## src/rtl/pipe_ctrl_pkg.sv

```systemverilog
// Shared definitions for the pipeline sequencer: FSM encodings, default widths
// and helpers that build the per-stage enable/flush bundle.
package pipe_ctrl_pkg;

  localparam int REG_AW_DEFAULT = 5;

  localparam logic [1:0] S_RESET    = 2'd0;
  localparam logic [1:0] S_RUN      = 2'd1;
  localparam logic [1:0] S_MEM_WAIT = 2'd2;
  localparam logic [1:0] S_HALT     = 2'd3;

  typedef struct packed {
    logic pc_en;
    logic if_id_en;
    logic if_id_flush;
    logic id_ex_en;
    logic id_ex_flush;
    logic ex_mem_en;
    logic mem_wb_en;
  } ctrl_t;

  function automatic ctrl_t ctrl_fill(input logic en, input logic flush);
    ctrl_t c;
    c.pc_en       = en;
    c.if_id_en    = en;
    c.if_id_flush = flush;
    c.id_ex_en    = en;
    c.id_ex_flush = flush;
    c.ex_mem_en   = en;
    c.mem_wb_en   = en;
    return c;
  endfunction

  // Normal-flow controls: a taken branch squashes IF/ID and ID/EX, which also
  // makes any load-use hazard on the squashed instruction irrelevant.
  function automatic ctrl_t run_ctrl(input logic branch, input logic load_use);
    ctrl_t c;
    if (branch) begin
      c = ctrl_fill(1'b1, 1'b1);
    end else if (load_use) begin
      c             = ctrl_fill(1'b1, 1'b0);
      c.pc_en       = 1'b0;
      c.if_id_en    = 1'b0;
      c.id_ex_flush = 1'b1;
    end else begin
      c = ctrl_fill(1'b1, 1'b0);
    end
    return c;
  endfunction

  function automatic logic [31:0] sat_inc32(input logic [31:0] v);
    return (v == 32'hFFFF_FFFF) ? v : v + 32'd1;
  endfunction

endpackage

```

## src/rtl/pipe_ctrl_wait_timer.sv

```systemverilog
// Memory-wait watchdog counter: clear, increment (clear+inc restarts at 1) and
// an expiry flag raised when the increment would reach MEM_TIMEOUT.
module pipe_wait_timer #(
  parameter int MEM_TIMEOUT = 255
) (
  input  logic clk,
  input  logic rst_n,
  input  logic clear,
  input  logic inc,
  output logic expired
);

  localparam int TO_W = $clog2(MEM_TIMEOUT + 1);
  localparam logic [TO_W:0] LIMIT = (TO_W + 1)'(MEM_TIMEOUT);

  logic [TO_W-1:0] cnt_q, cnt_d;
  logic [TO_W:0]   cnt_inc;

  assign cnt_inc = {1'b0, cnt_q} + {{TO_W{1'b0}}, 1'b1};

  always_comb begin
    cnt_d = cnt_q;
    if (clear && inc) begin
      cnt_d = TO_W'(1);
    end else if (clear) begin
      cnt_d = '0;
    end else if (inc && (cnt_inc <= LIMIT)) begin
      cnt_d = cnt_inc[TO_W-1:0];
    end
  end

  // Expiry is judged on the count this cycle's wait brings us to.
  assign expired = inc && !clear && (cnt_inc >= LIMIT);

  always_ff @(posedge clk or negedge rst_n) begin
    if (!rst_n) begin
      cnt_q <= '0;
    end else begin
      cnt_q <= cnt_d;
    end
  end

endmodule

```

## src/rtl/pipe_ctrl.sv

```systemverilog
// Pipeline sequencer: per-stage load enables / flush strobes for PC, IF_ID,
// ID_EX, EX_MEM, MEM_WB. Optional counters under macro PIPE_CTRL_PERF_EN.
module pipe_ctrl
  import pipe_ctrl_pkg::*;
#(
  parameter int REG_AW      = REG_AW_DEFAULT,
  parameter int MEM_TIMEOUT = 255
) (
  input  logic              clk,
  input  logic              rst_n,
  input  logic [REG_AW-1:0] id_rs1,
  input  logic [REG_AW-1:0] id_rs2,
  input  logic              id_use_rs1,
  input  logic              id_use_rs2,
  input  logic [REG_AW-1:0] ex_rd,
  input  logic              ex_is_load,
  input  logic              branch_taken,
  input  logic              mem_req,
  input  logic              mem_ready,
  input  logic              halt_in,
  output logic              pc_en,
  output logic              if_id_en,
  output logic              if_id_flush,
  output logic              id_ex_en,
  output logic              id_ex_flush,
  output logic              ex_mem_en,
  output logic              mem_wb_en,
  output logic              halted,
  output logic              mem_timeout
`ifdef PIPE_CTRL_PERF_EN
  ,
  output logic [31:0]       stall_cycles,
  output logic [31:0]       flush_count
`endif
);

  logic [1:0] state_q, state_d;
  logic       timeout_q, timeout_d;
  logic       timer_clear, timer_inc, timer_expired;
  logic       rs1_hit, rs2_hit, load_use;
  ctrl_t      ctrl;

  // Register 0 is hard-wired, so a load targeting it never creates a hazard.
  assign rs1_hit  = id_use_rs1 && (id_rs1 == ex_rd);
  assign rs2_hit  = id_use_rs2 && (id_rs2 == ex_rd);
  assign load_use = ex_is_load && (ex_rd != '0) && (rs1_hit || rs2_hit);

  pipe_wait_timer #(
    .MEM_TIMEOUT(MEM_TIMEOUT)
  ) u_wait_timer (
    .clk    (clk),
    .rst_n  (rst_n),
    .clear  (timer_clear),
    .inc    (timer_inc),
    .expired(timer_expired)
  );

  always_comb begin
    ctrl        = ctrl_fill(1'b0, 1'b0);
    state_d     = state_q;
    timeout_d   = timeout_q;
    timer_clear = 1'b0;
    timer_inc   = 1'b0;
    case (state_q)
      S_RESET: begin
        ctrl    = ctrl_fill(1'b0, 1'b1);
        state_d = S_RUN;
      end
      S_RUN: begin
        if (halt_in) begin
          state_d = S_HALT;
        end else if (mem_req && !mem_ready) begin
          timer_clear = 1'b1;
          timer_inc   = 1'b1;
          state_d     = S_MEM_WAIT;
        end else begin
          ctrl = run_ctrl(branch_taken, load_use);
        end
      end
      S_MEM_WAIT: begin
        // A completing access beats a watchdog expiry in the same cycle.
        if (!mem_ready) begin
          timer_inc = 1'b1;
          if (timer_expired) begin
            timeout_d = 1'b1;
            state_d   = S_HALT;
          end
        end else begin
          ctrl        = run_ctrl(branch_taken, load_use);
          timer_clear = 1'b1;
          state_d     = S_RUN;
        end
      end
      S_HALT: begin
        state_d = S_HALT;
      end
      default: begin
        state_d = S_RESET;
      end
    endcase
  end

  always_ff @(posedge clk or negedge rst_n) begin
    if (!rst_n) begin
      state_q   <= S_RESET;
      timeout_q <= 1'b0;
    end else begin
      state_q   <= state_d;
      timeout_q <= timeout_d;
    end
  end

  assign pc_en       = ctrl.pc_en;
  assign if_id_en    = ctrl.if_id_en;
  assign if_id_flush = ctrl.if_id_flush;
  assign id_ex_en    = ctrl.id_ex_en;
  assign id_ex_flush = ctrl.id_ex_flush;
  assign ex_mem_en   = ctrl.ex_mem_en;
  assign mem_wb_en   = ctrl.mem_wb_en;
  assign halted      = (state_q == S_HALT);
  assign mem_timeout = timeout_q;

`ifdef PIPE_CTRL_PERF_EN
  logic [31:0] stall_q, stall_d;
  logic [31:0] flush_q, flush_d;
  logic        stall_evt, flush_evt;

  // Only a branch raises a flush while the PC still advances.
  assign stall_evt = !ctrl.pc_en && ((state_q == S_RUN) || (state_q == S_MEM_WAIT));
  assign flush_evt = ctrl.if_id_flush && ctrl.pc_en;

  assign stall_d = stall_evt ? sat_inc32(stall_q) : stall_q;
  assign flush_d = flush_evt ? sat_inc32(flush_q) : flush_q;

  always_ff @(posedge clk or negedge rst_n) begin
    if (!rst_n) begin
      stall_q <= '0;
      flush_q <= '0;
    end else begin
      stall_q <= stall_d;
      flush_q <= flush_d;
    end
  end

  assign stall_cycles = stall_q;
  assign flush_count  = flush_q;
`endif

endmodule
```

## config.mk

```make
export PLATFORM = sky130hd
export DESIGN_NAME = pipe_ctrl
export DESIGN_NICKNAME = d
export VERILOG_FILES = /design/src/rtl/pipe_ctrl_pkg.sv /design/src/rtl/pipe_ctrl_wait_timer.sv /design/src/rtl/pipe_ctrl.sv
export SDC_FILE = /design/constraint.sdc
export NUM_CORES = 1
export LEC_CHECK = 0
export ABC_AREA = 1
export ABC_CLOCK_PERIOD_IN_PS = 2620
export CAP_MARGIN = 20
export CORE_MARGIN = 2
export CORE_UTILIZATION = 35
export CTS_CLUSTER_SIZE = 12
export DETAILED_ROUTE_END_ITERATION = 16
export MAX_ROUTING_LAYER = met4
export SLEW_MARGIN = 0
export SYNTH_ARGS = -nofsm -noshare
export SYNTH_HDL_FRONTEND = slang
export SYNTH_SLANG_ARGS = --single-unit
```

## constraint.sdc

```tcl
create_clock -name clk -period 2.62 [get_ports clk]
set_clock_uncertainty 0.15 [all_clocks]
set_input_delay 0.524 -clock clk [delete_from_list [all_inputs] [get_ports clk]]
set_output_delay 0.524 -clock clk [all_outputs]
set_load 0.02 [all_outputs]
```

Word level (Yosys, flattened, before mapping)
Cells that the tools add are included.

Output and inout port bits: 9. Memory bits (writable): 0. Flip-flop bits (word level): 11. Bits in latches: 0. Memories: 0. Input bits: 24. Memory bits (read-only): 0.

Shift-type cells: 0. Muxes and demuxes: 20. Order comparisons: 2. Equality and inequality tests: 7. Reduce and logical (&&, ||, !) cells: 17. $add $sub $neg: 1. $mul: 0. Bitwise gates (word level): 1. Divide/modulo/power cells: 0.

Operators by type and width (count): $mux W7 (5); $mux W8 (3); $pmux W7 S3 (1); $eq A5 B5 Y1 (2); $add A8 B1 Y9 const B (1); $ge A9 B8 Y1 const B (1); $le A9 B8 Y1 const B (1); $logic_and A1 B1 Y1 (9); $mux W2 (4); $pmux W2 S4 (1); $ne A3 B3 Y1 const B (2); $reduce_bool A5 Y1 (1); $eq A2 B2 Y1 const B (2); $mux W1 (4); $pmux W1 S2 (2); $reduce_and A3 Y1 (1); $reduce_bool A3 Y1 (1); $eq A2 B1 Y1 const B (1); $logic_not A1 Y1 (2); $logic_not A2 Y1 (1); $reduce_and A2 Y1 (1); $logic_or A1 B1 Y1 (1); $not A1 Y1 (1).

Longest topological paths before layout
Depth in word-level cells: 11. Gate-level depth with buffers: 14. Depth with buffers taken out: 14.

Hierarchy
Synthesis repeated with hierarchy kept, for this count alone.

Cells, all modules: 186. Area, all modules: 1163.6 um2.

Modules (own cells, without submodules): pipe_wait_timer (cells an instance 87, seq. area each 200.2 um2, area an instance 618.1 um2, instances 1); pipe_ctrl (cells an instance 99, seq. area each 75.1 um2, area an instance 545.5 um2, instances 1).

Worst setup path before layout
No wires, ideal clock.

Path type: register -> output. Start point: register state_q[1]. End point: output id_ex_flush. Required time: 1.946 ns. Stages on the path, launching flop included: 9. Arrival time: 1.958 ns. Slack: -0.012 ns. Path through: dfrtp_1 > inv_1 > ha_1 > nand3_2 > a21oi_1 > nand2_1 > o21ai_1 > inv_1 > nand2_1.

Longest elaborated chain between the ends: 2. Elaborated cells on any way between the ends: 4. Those cells by class: eq/ne (2); mux (1); reduce/logical (1).

RTL lines: start, declared (line pipe_ctrl.sv:37) `logic [1:0] state_q, state_d;`; start signal, assigned (line pipe_ctrl.sv:108) `state_q <= state_d;`; $eq A2 B2 Y1, or another cell as far along (line pipe_ctrl.sv:64) `case (state_q)`; $pmux W7 S3 * (line pipe_ctrl.sv:64); end, declared (line pipe_ctrl.sv:25) `output logic id_ex_flush,`.

Every way passes the cells marked *; elsewhere a longest branch is shown, timed or not.

Final worst setup path
Start point: input id_rs1[1]. End point: output if_id_en.

Longest elaborated chain between the ends: 9. Elaborated cells on any way between the ends: 10. Those cells by class: eq/ne (1); mux (6); reduce/logical (3).

RTL lines: start, declared (line pipe_ctrl.sv:11) `input logic [REG_AW-1:0] id_rs1,`; $eq A5 B5 Y1 * (line pipe_ctrl.sv:44) `assign rs1_hit = id_use_rs1 && (id_rs1 == ex_rd);`; $logic_and A1 B1 Y1 * (line pipe_ctrl.sv:44); $logic_or A1 B1 Y1 * (line pipe_ctrl.sv:46) `assign load_use = ex_is_load && (ex_rd != '0) && (rs1_hit || rs2_hit);`; $logic_and A1 B1 Y1 * (line pipe_ctrl.sv:46); $mux W7 * (line pipe_ctrl_pkg.sv:40) `end else if (load_use) begin`; $mux W7 * (line pipe_ctrl_pkg.sv:38) `if (branch) begin`; $mux W7 (line pipe_ctrl.sv:72) `end else if (mem_req && !mem_ready) begin`; $mux W7 (line pipe_ctrl.sv:70) `if (halt_in) begin`; $pmux W7 S3 * (line pipe_ctrl.sv:64); end, declared (line pipe_ctrl.sv:22) `output logic if_id_en,`.

Marks and branches as above.

==> flow_metrics.py <==
metrics = {
    "critical_path": {
        "end_kind": "primary output",
        "path_max_fanout": 2,
        "reg2regPathDepth": 13,
        "crit_required_ps": 1950,
        "arrival_ps": 1860,
        "critPathKind": "in -> out",
        "worst_setup_path_start_kind": "input port",
    },
    "clock_tree": {
        "path_clk_slew_ps": 70,
        "cts.sinks": 11,
        "tritoncts": "done",
        "cts-htree-levels": 1,
        "cts_buffers": 3,
        "root_buffer": "clkbuf_4",
        "clock_path_buffers": 2,
        "postCtsSetupBuffers": 0,
        "ctsHoldBuffers": 0,
        "insertion_delay_ps": 270,
    },
    "yosys": {
        "ys_types": 28,
        "syn_avg_cell_area_um2": 7.31,
        "syn_area_um2": 1120,
        "ys_seq_area_share_pct": 24.6,
        "syn_inst": 153,
        "ys_ff_latch": 11,
        "syn_nets": 185,
        "yosys_warnings": 0,
    },
    "sta": {
        "finalHoldViolations": 0,
        "final.setup.worst_slack_ps": 85.1,
        "period_minus_slack_ps": 2530,
        "period_share_pct": 96.8,
        "slew_violations": 0,
        "finalSetupViolCount": 0,
        "max_freq_mhz": 394,
        "whs_ps": 320,
        "tightest_slew_ps": 513,
        "slew_headroom_pct": 65.7,
        "rsz0062_at_grt": "no",
        "tns_ps": 0,
    },
    "grt": {
        "grt_usage_pct": 16.5,
        "antenna_found_initial": 0,
        "grt_pass1_vias": 1053,
        "grt_pass1_wl_um": 4480,
        "grt-ovfl-total": 0,
        "grt_start_max_net_pins": 12,
    },
    "finish": {
        "postLayoutCellArea_um2": 1560,
        "fin_util_pct": 51.0,
        "layoutNonFillerInstCount": 237,
        "fillers": 320,
        "n_antenna_cell": 0,
        "nets": 226,
        "drive_gt1_share_pct": 20.7,
        "area_growth_pct": 39.1,
    },
    "hold_path": {
        "hold_path_depth": 2,
        "hold_path.class": "reg -> reg",
    },
    "drt": {
        "drt-pass1-iter-count": 4,
        "avgRoutedWirePerCell_um": 10.8,
        "antenna_left": 0,
        "drt_iter0_markers": 43,
        "drc": 0,
        "via_count": 1141,
        "totalWireLength_um": 2570,
        "routed_via_density": 4.81,
    },
    "pwr": {
        "powerDensity_nw_per_um2": 646,
        "power_leakage_nw": 0.757,
        "total_power_mw": 1.01,
        "peakVddDrop_mv": 0.266,
    },
    "place": {
        "portBuffers": 32,
        "gp_congestion": 0.802,
        "hpwl_um": 2130,
        "dpl_cell_area_um2": 1530,
        "dp_cells": 233,
        "pre_cts_ws_ps": -447,
    },
    "die": {
        "start_util_pct": 36.6,
        "core.rowCount": 20,
        "dieArea_um2": 3660,
        "die_y_um": 60.5,
        "pin_count": 33,
        "die_x_um": 60.5,
        "core_um2": 3050,
    },
    "run": {
        "max_cap_violations": 0,
    },
    "status": {
        "status": "finished, final reports clean",
    },
}
## per-layer routing
layer | wire length (µm) | track usage (%) | up-vias
met5 | 0 | - | -
met4 | 39 | 4.04 | 0
met3 | 106 | 2.56 | 7
met2 | 1250 | 27.5 | 26
met1 | 1170 | 21.1 | 532
li1 | - | - | 576
## cells in the final DEF, fill, tap and decap left out, types with 3 or more instances in the layout
cell and count:
buf_4 7, clkbuf_4 3, clkdlybuf4s50_1 15, dfrtp_1 11, dlygate4sd2_1 7, dlymetal6s2s_1 6
ha_1 8, inv_1 17, inv_2 4, nand2_1 32, nand2_2 6, nand3_1 22
nand3_2 3, nand4_1 3, nor2_1 6, nor2_2 5, o21ai_1 6, xor2_1 8
## worst max-delay path: stages
cell and delay (ps):
clkdlybuf4s50_1 410, xor2_1 150, nor4_1 250, nand3_1 110
nand2_1 90, nand3b_1 80, nand2_1 80, inv_2 50
buf_6 120
## where the power goes
group	total, mW	internal (mW)	switching (mW)
clock network	0.119	0.0589	0.0597
registers	0.247	0.204	0.0437
logic	0.640	0.274	0.366
total	1.01	0.537	0.469
## cell usage after synthesis
| cell type | n | area (µm²) |
|---|---|---|
| nor4_1 | 2 | 12.5 |
| nand4_1 | 3 | 18.8 |
| o21bai_1 | 1 | 7.51 |
| nand2_4 | 1 | 11.3 |
| buf_4 | 3 | 22.5 |
| ha_1 | 8 | 100 |
| nor2_4 | 1 | 11.3 |
| o21ai_0 | 2 | 10.0 |
| inv_1 | 18 | 67.6 |
| nor2_2 | 5 | 31.3 |
| inv_2 | 3 | 11.3 |
| xor2_1 | 8 | 70.1 |
| a21oi_2 | 1 | 8.76 |
| nor3_1 | 2 | 10.0 |
| a21oi_4 | 1 | 16.3 |
| nand2_2 | 6 | 37.5 |
| nand3b_1 | 1 | 7.51 |
| dfrtp_1 | 11 | 275 |
| xnor2_1 | 2 | 17.5 |
| a2111o_1 | 1 | 11.3 |
| nor2_1 | 6 | 22.5 |
| nand2_1 | 32 | 120 |
| nand3_1 | 22 | 110 |
| nand3_2 | 3 | 30.0 |
| nand3_4 | 1 | 17.5 |
| a21oi_1 | 1 | 5.00 |
| nand2_8 | 1 | 20.0 |
| o21ai_1 | 7 | 35.0 |
## what timing repair did
action,in CTS,in global routing
resized for setup,20,14
endpoints found under the setup margin,7,6
pin swaps,2,7
## flip-flops by register name, summed over array words and instances (netlist names)
register,cells
u_wait_timer.cnt_q,8
state_q,2
mem_timeout,1
## cells by family after synthesis
kind of cell	count (synthesis)	synth area share (%)
AOI/OAI and AO/OA	14	8.39
xor gates and xnor gates	10	7.83
adders and majority gates	8	8.95
buffers and inverters	24	9.06
DFF	11	24.6
and+or+nand+nor	86	41.2
## final timing paths
check                                      start                     to  slack, ps
setup / recovery                       id_rs1[1]               if_id_en         90
setup reg to reg           u_wait_timer.cnt_q[0]             state_q[0]        510
max in group asynchronous                  rst_n             state_q[1]       1530
min in group asynchronous                  rst_n  u_wait_timer.cnt_q[3]        440
hold reg to reg                      mem_timeout            mem_timeout        320
hold / removal                       mem_timeout            mem_timeout        320
## final cells by class
type                            instances  area [µm²]  share of cell area (%)
Tap cell                               44        55.1                    3.54
Inverter                               21        78.8                    5.06
Clock buffer                            4        26.3                    1.69
Multi-Input combinational cell        118         749                    48.2
Timing Repair Buffer                   39         372                    23.9
Sequential cell                        11         275                    17.7
(Power assumes the default switching activity.)
